===== src/rtl/id_stage_fwd.sv =====
// Instruction-decode stage: register file with write-through, opcode decode,
// load-use / branch-operand hazard detection, branch and jump resolution in ID
// with EX/MEM forwarding into the comparator, and the registered ID/EX bundle.
module id_stage_fwd #(
    parameter int XLEN  = 32,
    parameter int NREG  = 32,
    parameter int CNT_W = 16
) (
    input  logic             clk,
    input  logic             rst,
    input  logic             if_valid,
    input  logic [XLEN-1:0]  if_pc,
    input  logic [31:0]      if_instr,
    input  logic             id_ex_mem_read,
    input  logic             id_ex_reg_write,
    input  logic [4:0]       id_ex_dest,
    input  logic             ex_mem_reg_write,
    input  logic             ex_mem_mem_read,
    input  logic [4:0]       ex_mem_dest,
    input  logic [XLEN-1:0]  ex_mem_result,
    input  logic             wb_reg_write,
    input  logic [4:0]       wb_reg,
    input  logic [XLEN-1:0]  wb_data,
    output logic             stall,
    output logic             flush,
    output logic             pc_src,
    output logic [XLEN-1:0]  pc_target,
    output logic             ex_valid,
    output logic             ex_mem_to_reg,
    output logic             ex_reg_write,
    output logic             ex_mem_write,
    output logic             ex_mem_read,
    output logic             ex_reg_dst,
    output logic             ex_alu_src,
    output logic [1:0]       ex_alu_op,
    output logic [XLEN-1:0]  ex_rs_data,
    output logic [XLEN-1:0]  ex_rt_data,
    output logic [XLEN-1:0]  ex_imm,
    output logic [5:0]       ex_funct,
    output logic [4:0]       ex_rs,
    output logic [4:0]       ex_rt,
    output logic [4:0]       ex_rd,
    output logic [CNT_W-1:0] stall_cnt
);
    localparam int         IDX_W  = (NREG > 1) ? $clog2(NREG) : 1;
    localparam logic [5:0] NREG_L = 6'(NREG);

    localparam logic [5:0] OP_RTYPE = 6'h00;
    localparam logic [5:0] OP_LW    = 6'h23;
    localparam logic [5:0] OP_SW    = 6'h2B;
    localparam logic [5:0] OP_ADDI  = 6'h08;
    localparam logic [5:0] OP_BEQ   = 6'h04;
    localparam logic [5:0] OP_BNE   = 6'h05;
    localparam logic [5:0] OP_J     = 6'h02;

    // Index refers to a real, writable register (r0 and out-of-range excluded).
    function automatic logic reg_live(input logic [4:0] idx);
        return (idx != 5'd0) && ({1'b0, idx} < NREG_L);
    endfunction

    // Producer with nonzero destination feeds rs, or rt when rt is a source.
    function automatic logic dep(input logic [4:0] dest, input logic [4:0] rs_i,
                                 input logic [4:0] rt_i, input logic use_rt);
        return (dest != 5'd0) && ((dest == rs_i) || (use_rt && (dest == rt_i)));
    endfunction

    // Saturating increment: holds at all-ones.
    function automatic logic [CNT_W-1:0] sat_inc(input logic [CNT_W-1:0] v);
        return (&v) ? v : v + CNT_W'(1);
    endfunction

    logic [XLEN-1:0] rf [NREG];

    logic [5:0] opcode;
    logic [4:0] rs, rt, rd;
    logic [15:0] imm;
    assign opcode = if_instr[31:26];
    assign rs     = if_instr[25:21];
    assign rt     = if_instr[20:16];
    assign rd     = if_instr[15:11];
    assign imm    = if_instr[15:0];

    logic [1:0] alu_op_p0;
    logic reg_dst_p0, alu_src_p0, mem_to_reg_p0, reg_write_p0, mem_read_p0, mem_write_p0;
    logic uses_rt_p0, is_beq_p0, is_bne_p0, is_jump_p0, is_branch_p0;
    logic wb_en, stall_p0, taken_p0, vld_p0;
    logic [XLEN-1:0] rs_val_p0, rt_val_p0, cmp_rs_p0, cmp_rt_p0;
    logic signed [XLEN-1:0] imm_sext_p0;

    // Opcode decode into control bits and operand usage.
    always_comb begin
        alu_op_p0     = 2'b00;
        reg_dst_p0    = 1'b0;
        alu_src_p0    = 1'b0;
        mem_to_reg_p0 = 1'b0;
        reg_write_p0  = 1'b0;
        mem_read_p0   = 1'b0;
        mem_write_p0  = 1'b0;
        uses_rt_p0    = 1'b0;
        is_beq_p0     = 1'b0;
        is_bne_p0     = 1'b0;
        is_jump_p0    = 1'b0;
        case (opcode)
            OP_RTYPE: begin
                alu_op_p0    = 2'b10;
                reg_dst_p0   = 1'b1;
                reg_write_p0 = 1'b1;
                uses_rt_p0   = 1'b1;
            end
            OP_LW: begin
                alu_src_p0    = 1'b1;
                mem_to_reg_p0 = 1'b1;
                reg_write_p0  = 1'b1;
                mem_read_p0   = 1'b1;
            end
            OP_SW: begin
                alu_src_p0   = 1'b1;
                mem_write_p0 = 1'b1;
                uses_rt_p0   = 1'b1;
            end
            OP_ADDI: begin
                alu_src_p0   = 1'b1;
                reg_write_p0 = 1'b1;
            end
            OP_BEQ: begin
                alu_op_p0  = 2'b01;
                uses_rt_p0 = 1'b1;
                is_beq_p0  = 1'b1;
            end
            OP_BNE: begin
                alu_op_p0  = 2'b01;
                uses_rt_p0 = 1'b1;
                is_bne_p0  = 1'b1;
            end
            OP_J:    is_jump_p0 = 1'b1;
            default: ;
        endcase
    end

    assign is_branch_p0 = is_beq_p0 | is_bne_p0;
    assign imm_sext_p0  = {{(XLEN-16){imm[15]}}, imm};
    assign wb_en        = wb_reg_write && reg_live(wb_reg);

    // Register-file reads with same-cycle write-through from WB.
    always_comb begin
        rs_val_p0 = '0;
        rt_val_p0 = '0;
        if (reg_live(rs))
            rs_val_p0 = (wb_en && wb_reg == rs) ? wb_data : rf[rs[IDX_W-1:0]];
        if (reg_live(rt))
            rt_val_p0 = (wb_en && wb_reg == rt) ? wb_data : rf[rt[IDX_W-1:0]];
    end

    // Hazards, comparator forwarding from MEM, and branch/jump resolution.
    always_comb begin
        stall_p0 = if_valid && (
            (id_ex_mem_read && dep(id_ex_dest, rs, rt, uses_rt_p0)) ||
            (is_branch_p0 && id_ex_reg_write && dep(id_ex_dest, rs, rt, uses_rt_p0)) ||
            (is_branch_p0 && ex_mem_mem_read && dep(ex_mem_dest, rs, rt, uses_rt_p0)));

        cmp_rs_p0 = rs_val_p0;
        cmp_rt_p0 = rt_val_p0;
        if (ex_mem_reg_write && !ex_mem_mem_read && ex_mem_dest != 5'd0) begin
            if (ex_mem_dest == rs) cmp_rs_p0 = ex_mem_result;
            if (ex_mem_dest == rt) cmp_rt_p0 = ex_mem_result;
        end

        taken_p0 = (is_beq_p0 && (cmp_rs_p0 == cmp_rt_p0)) ||
                   (is_bne_p0 && (cmp_rs_p0 != cmp_rt_p0)) || is_jump_p0;

        pc_target = '0;
        if (is_branch_p0)
            pc_target = if_pc + XLEN'(imm_sext_p0 <<< 2);
        else if (is_jump_p0)
            pc_target = {if_pc[XLEN-1:28], if_instr[25:0], 2'b00};
    end

    assign vld_p0 = if_valid && !stall_p0;
    assign stall  = stall_p0;
    assign pc_src = taken_p0 && vld_p0;
    assign flush  = pc_src;

    // Register file storage; reset wins over a simultaneous write-back.
    always_ff @(posedge clk) begin
        if (rst) begin
            for (int i = 0; i < NREG; i++) rf[i] <= '0;
        end else if (wb_en) begin
            rf[wb_reg[IDX_W-1:0]] <= wb_data;
        end
    end

    // ---- ID -> EX boundary: bubbles clear valid and controls, data loads as-is ----
    always_ff @(posedge clk) begin
        if (rst) begin
            ex_valid      <= 1'b0;
            ex_mem_to_reg <= 1'b0;
            ex_reg_write  <= 1'b0;
            ex_mem_write  <= 1'b0;
            ex_mem_read   <= 1'b0;
            ex_reg_dst    <= 1'b0;
            ex_alu_src    <= 1'b0;
            ex_alu_op     <= 2'b00;
            ex_rs_data    <= '0;
            ex_rt_data    <= '0;
            ex_imm        <= '0;
            ex_funct      <= '0;
            ex_rs         <= '0;
            ex_rt         <= '0;
            ex_rd         <= '0;
        end else begin
            ex_valid      <= vld_p0;
            ex_mem_to_reg <= vld_p0 & mem_to_reg_p0;
            ex_reg_write  <= vld_p0 & reg_write_p0;
            ex_mem_write  <= vld_p0 & mem_write_p0;
            ex_mem_read   <= vld_p0 & mem_read_p0;
            ex_reg_dst    <= vld_p0 & reg_dst_p0;
            ex_alu_src    <= vld_p0 & alu_src_p0;
            ex_alu_op     <= vld_p0 ? alu_op_p0 : 2'b00;
            ex_rs_data    <= rs_val_p0;
            ex_rt_data    <= rt_val_p0;
            ex_imm        <= imm_sext_p0;
            ex_funct      <= if_instr[5:0];
            ex_rs         <= rs;
            ex_rt         <= rt;
            ex_rd         <= rd;
        end
    end

    // Stall cycle counter, saturating.
    always_ff @(posedge clk) begin
        if (rst)           stall_cnt <= '0;
        else if (stall_p0) stall_cnt <= sat_inc(stall_cnt);
    end
endmodule


===== config.mk =====
export PLATFORM = sky130hd
export DESIGN_NAME = id_stage_fwd
export DESIGN_NICKNAME = d
export VERILOG_FILES = /design/src/rtl/id_stage_fwd.sv
export SDC_FILE = /design/constraint.sdc
export NUM_CORES = 2
export LEC_CHECK = 0
export CELL_PAD_IN_SITES_DETAIL_PLACEMENT = 1
export CELL_PAD_IN_SITES_GLOBAL_PLACEMENT = 1
export CORE_AREA = 3 3 355 357
export CTS_CLUSTER_SIZE = 30
export DETAILED_ROUTE_END_ITERATION = 12
export DIE_AREA = 0 0 358 360
export PLACE_DENSITY = 0.92
export SLEW_MARGIN = 20
export SYNTH_ARGS = -nofsm -noshare
export SYNTH_HDL_FRONTEND = slang
export SYNTH_SLANG_ARGS = --single-unit

===== constraint.sdc =====
create_clock -name clk -period 5.55 [get_ports clk]
set_input_delay 0.8325 -clock clk [delete_from_list [all_inputs] [get_ports clk]]
set_output_delay 0.8325 -clock clk [all_outputs]
set_load 0.1 [all_outputs]

==> results.toml, run 1 <==
[run_status]
outcome = "aborted with a tool error"
flow.stopped_at = "global routing"
error = "[ERROR GRT-0232] Routing congestion too high. Check the congestion heatmap in the GUI."

[synth]
avgSynthCellArea_um2 = 13.1
ys_ff_latch = 1138
synth-seq-area-share_pct = 52.6
syn_inst = 4801
synth_area_um2 = 62800
synth_edf_count = 1024
ys_types = 89
ys.flop_type = "edfxtp_1"
async_flop_share_pct = 0
synth_warnings = 0

[cts]
ctsHtreeMaxLevel = 3
clock_path_buffers = 3
cts_made_buffers = 114
numClockSinks = 1138
root_buffer = "clkbuf_16"

[die]
dieHeight_um = 360
die_w_um = 358
start_util_pct = 50.9
ios = 328
rows = 129

[placement]
io_buffers = 327
gp_congestion = 1.03
post-dp-hpwl_um = 218000
postPlaceCellArea_um2 = 72800

[grt]
grt_util_all_layers_pct = 77.0
overflow = 244
grt_max_degree = 55
-- cells in the mapped netlist, drive strengths merged (20+ instances only) --
cell,count,area share (%)
o221ai,49,0.68
inv,27,0.16
nand4,24,0.24
a221o,26,0.41
buf,198,2.2
nand2b,25,0.25
nor3,199,1.6
dfxtp,114,3.6
mux2,34,0.62
and2,854,8.5
a21oi,118,0.95
a211oi,44,0.54
o21ai,83,0.66
nand2,142,0.85
or2,40,0.40
edfxtp,1024,49
ha,30,0.60
clkbuf,288,1.7
nor2b,44,0.44
mux2i,257,4.1
xor2,46,0.64
xnor2,51,0.71
nor2,181,1.1
a22oi,90,1.1
a221oi,45,0.63
o22ai,54,0.54
mux4,389,14
a32oi,20,0.28
a21o,22,0.26
nand3,54,0.43
-- logic make-up after synthesis --
group | synth area share [%]
AND/OR/NAND/NOR | 14.7
other | 0.00597
adder cells (fa/ha/maj) | 0.629
flip-flops | 52.6
XOR/XNOR | 1.35
multiplexers | 18.7
buffers and inverters | 4.06
AO/OA/AOI/OAI | 7.99
-- metrics by stage --
step | instances | setup WS (ns) | util (%)
floorplan | 4832 | -0.320 | -
global placement | 7063 | -0.402 | 59.0
detailed placement | 7063 | -0.632 | 59.0
CTS | 7370 | -0.0175 | 64.7
-- per-layer routing --
metal	GRT overflow	global-route usage (%)
met1	9	74.9
met2	126	88.3
met3	8	71.9
met4	98	70.4
met5	3	56.9
-- timing repair --
| action | in CTS |
|---|---|
| resized for setup | 425 |
| cloned | 17 |
| pin swaps | 103 |
| buffers inserted | 80 |
| hold buffers | 0 |
| endpoints found under the setup margin | 5 |
| endpoints found under the hold margin | 0 |
==> inputs of run 2 (changes only) <==
==> config.mk (replaced) <==
export PLATFORM = sky130hd
export DESIGN_NAME = id_stage_fwd
export DESIGN_NICKNAME = d
export VERILOG_FILES = /design/src/rtl/id_stage_fwd.sv
export SDC_FILE = /design/constraint.sdc
export NUM_CORES = 2
export LEC_CHECK = 0
export CORE_AREA = 3 3 401 403
export DETAILED_ROUTE_END_ITERATION = 12
export DIE_AREA = 0 0 404 406
export PLACE_DENSITY_LB_ADDON = 0.15
export SLEW_MARGIN = 20
export SYNTH_ARGS = -nofsm -noshare
export SYNTH_HDL_FRONTEND = slang
export SYNTH_SLANG_ARGS = --single-unit
==> run 2 against run 1 <==
Compared with the run above:
- the flow now finishes without violations
- synthesized area is the same
- synthesized cell count is the same
==> results.toml, run 2 <==
[finish]
seq_area_um2 = 33000
multi_input_area_um2 = 28500
layout_common_cells = "edfxtp_1 (1024), and2_1 (854), buf_4 (766)"
mostFrequentLayoutCell = "edfxtp_1"
finalNonFillerCells = 7898
top_regs = "rf: 1024 flops, ex_rs_data: 32 flops, ex_rt_data: 32 flops"
drive_gt1_share_pct = 31.3
area_delta_synth_final_pct = 28.2
largest_reg_flops = 1024
num-fill-cells = 13700
finalNetCount = 5899
largest-register = "rf"

[synth]
synthMuxAreaShare_pct = 18.7
synth_top_family_by_area = "multiplexers"
avgSynthCellArea_um2 = 13.1
synth-xor-area-share_pct = 1.35
synth_area_um2 = 62800
syn_inst = 4801
ys_types = 89
yosysMostFrequentCell = "edfxtp_1"
synthAdderAreaFrac_pct = 0.629
async_flop_share_pct = 0
synth_top_area_share_pct = 48.9
synth-seq-area-share_pct = 52.6
synth_commonest_cells = "edfxtp_1 (1024), and2_1 (853), mux4_2 (383), clkbuf_1 (288), mux2i_1 (256)"
ys.flop_type = "edfxtp_1"
synth_warnings = 0
synthSimpleGateAreaFrac_pct = 14.7
synth_edf_count = 1024
yosysTopAreaCell = "edfxtp_1"
ys_ff_latch = 1138
synth-compound-area-share_pct = 7.99
synth_area_leaders = "edfxtp_1 (49%), mux4_2 (14%), and2_1 (8.5%)"

[die]
dieHeight_um = 406
fp.coreArea_um2 = 158000
die_w_um = 404
start_util_pct = 39.8
rows = 146
ios = 328
die_area_um2 = 164000

[placement]
gp_congestion = 1.02
pre_cts_ws_ns = -0.987
io_buffers = 327
placedCellCount = 7582
post-dp-hpwl_um = 200000

[route]
vias = 49900
drt-total-wl_um = 287000
vias_per_cell = 6.31
final_antenna_net_count = 0
drt_iter0_drc = 7245
drc = 0
wl_per_cell_um = 36.3
drtPass1Iterations = 6

[power_and_ir_drop]
peakVddDrop_mv = 0.224
leakage_nw = 29.5
power_density_nw_per_um2 = 294

[sta]
period_minus_slack_ns = 5.53
hold_viol = 0
rsz0062_at_grt = "yes"
finalClockSkew_ns = 0.0289
tightest_slew_ns = 1.22
finalSetupViolations = 0
slew_headroom_pct = 18.4
setup_ws_ns = 0.0162
finalCritPeriodShare_pct = 99.7
finalMaxSlewViolations = 0
fmax_mhz = 181

[setup_path]
critPathSlowestCell = "a221oi_2"
cp_max_fo = 7
critical_path_arrival_ns = 4.70
cp-end-kind = "output pin"
cpMostUsedCell = "buf_4"
crit_chain = "dlygate4sd2_1 -> buf_12 -> xnor2_4 -> nand4_1 -> buf_4 -> o21ai_4 -> buf_12 -> a21oi_1 -> a221oi_2 -> buf_4 -> a221oi_1 -> o221ai_2 -> buf_4 -> nand4_1 -> buf_6 -> nor4_4 -> buf_4 -> xor2_2 -> a21oi_2 -> nor2_4 -> buf_12"
cp.required_ns = 4.72
worstSetupPathType = "in -> out"
slowest_delay_ns = 0.31
start_kind = "primary input"

[cts]
cts_tree = "yes"
cts_made_buffers = 131
clk_latency_ns = 0.79
path_clk_slew_ns = 0.06
numClockSinks = 1138
clock_path_buffers = 3
ctsHtreeMaxLevel = 4
root_buffer = "clkbuf_16"

[grt]
grt_util_all_layers_pct = 34.3
grt_max_degree = 113
grt_first_pass_wirelength_um = 390000
overflow = 0
antenna_found_initial = 15
grt_pass1_vias = 48200

[flow_run]
drv_cap = 0

[min_path]
hp-class = "reg -> reg"

[run_status]
outcome = "finished clean"
run 2: logic make-up after synthesis:
group	Yosys count
and+or+nand+nor	1639
DFF	1138
AOI/OAI and AO/OA	698
muxes	680
buffers and inverters	517
xor gates and xnor gates	97
adders and majority gates	31
other	1
run 2: layout make-up:
type	count	share of cell area (%)
flip-flops and latches	1138	41.0
multi-input cells	3177	35.3
repair buffers	1238	15.0
clock buffers	172	4.53
well taps	2072	3.22
clock inverters	62	0.684
inverters	31	0.154
diodes	8	0.0249
run 2: worst max-delay path, delay by kind of cell:
family | cells | cell delay, ns
AND/OR/NAND/NOR | 4 | 0.77
XOR/XNOR | 2 | 0.28
buffers and inverters | 9 | 1.70
AO/OA/AOI/OAI | 6 | 1.08
run 2: power breakdown:
group          leakage (nW)  internal, W  switching (W)
registers              10.7      0.00982       0.000245
logic                  16.8      0.00192        0.00298
clock network          2.06      0.00497        0.00372
total                  29.5       0.0167        0.00694
run 2: path summary, 6_finish.rpt:
check	cells after the start	start	slack, ns	to
max	21	wb_reg[0]	0.02	flush
min	2	stall_cnt[10]	0.54	stall_cnt[10]
max reg2reg	10	rf[23][15]	3.03	ex_rs_data[15]
min reg2reg	2	stall_cnt[10]	0.54	stall_cnt[10]
run 2: layer usage:
layer / share of wire (%) / vias up / global-route usage (%)
met5: 0.088 / - / 0
met4: 5.0 / 10 / 15.3
met3: 13 / 673 / 11.9
met2: 44 / 3472 / 52.4
met1: 38 / 25500 / 44.3
li1: - / 20200 / -
run 2: metrics by stage:
stage / total power (W) / TNS (ns) / hold WS (ns) / util, % / area, µm²
after floorplan: 0.0126 / -0.320 / 0.789 / - / 62900
after global placement: 0.0147 / -2.04 / 0.492 / 47.0 / 74200
after detailed placement: 0.0148 / -1.99 / 0.530 / 47.0 / 74200
after CTS: 0.0235 / -0.121 / 0.499 / 50.7 / 80000
after global routing: 0.0242 / -0.112 / 0.532 / 51.0 / 80500
final: 0.0236 / 0 / 0.536 / 51.0 / 80500
run 2: repair_timing:
item | 4_1_cts | 5_1_grt
endpoints found under the hold margin | 0 | 0
hold buffers | 0 | 0
gates resized for setup | 213 | 84
pin swaps | 56 | 29
endpoints found under the setup margin | 3 | 5
gates cloned | 11 | 1
buffers inserted | 48 | 19
No activity file was read; power rests on OpenSTA's default activity.
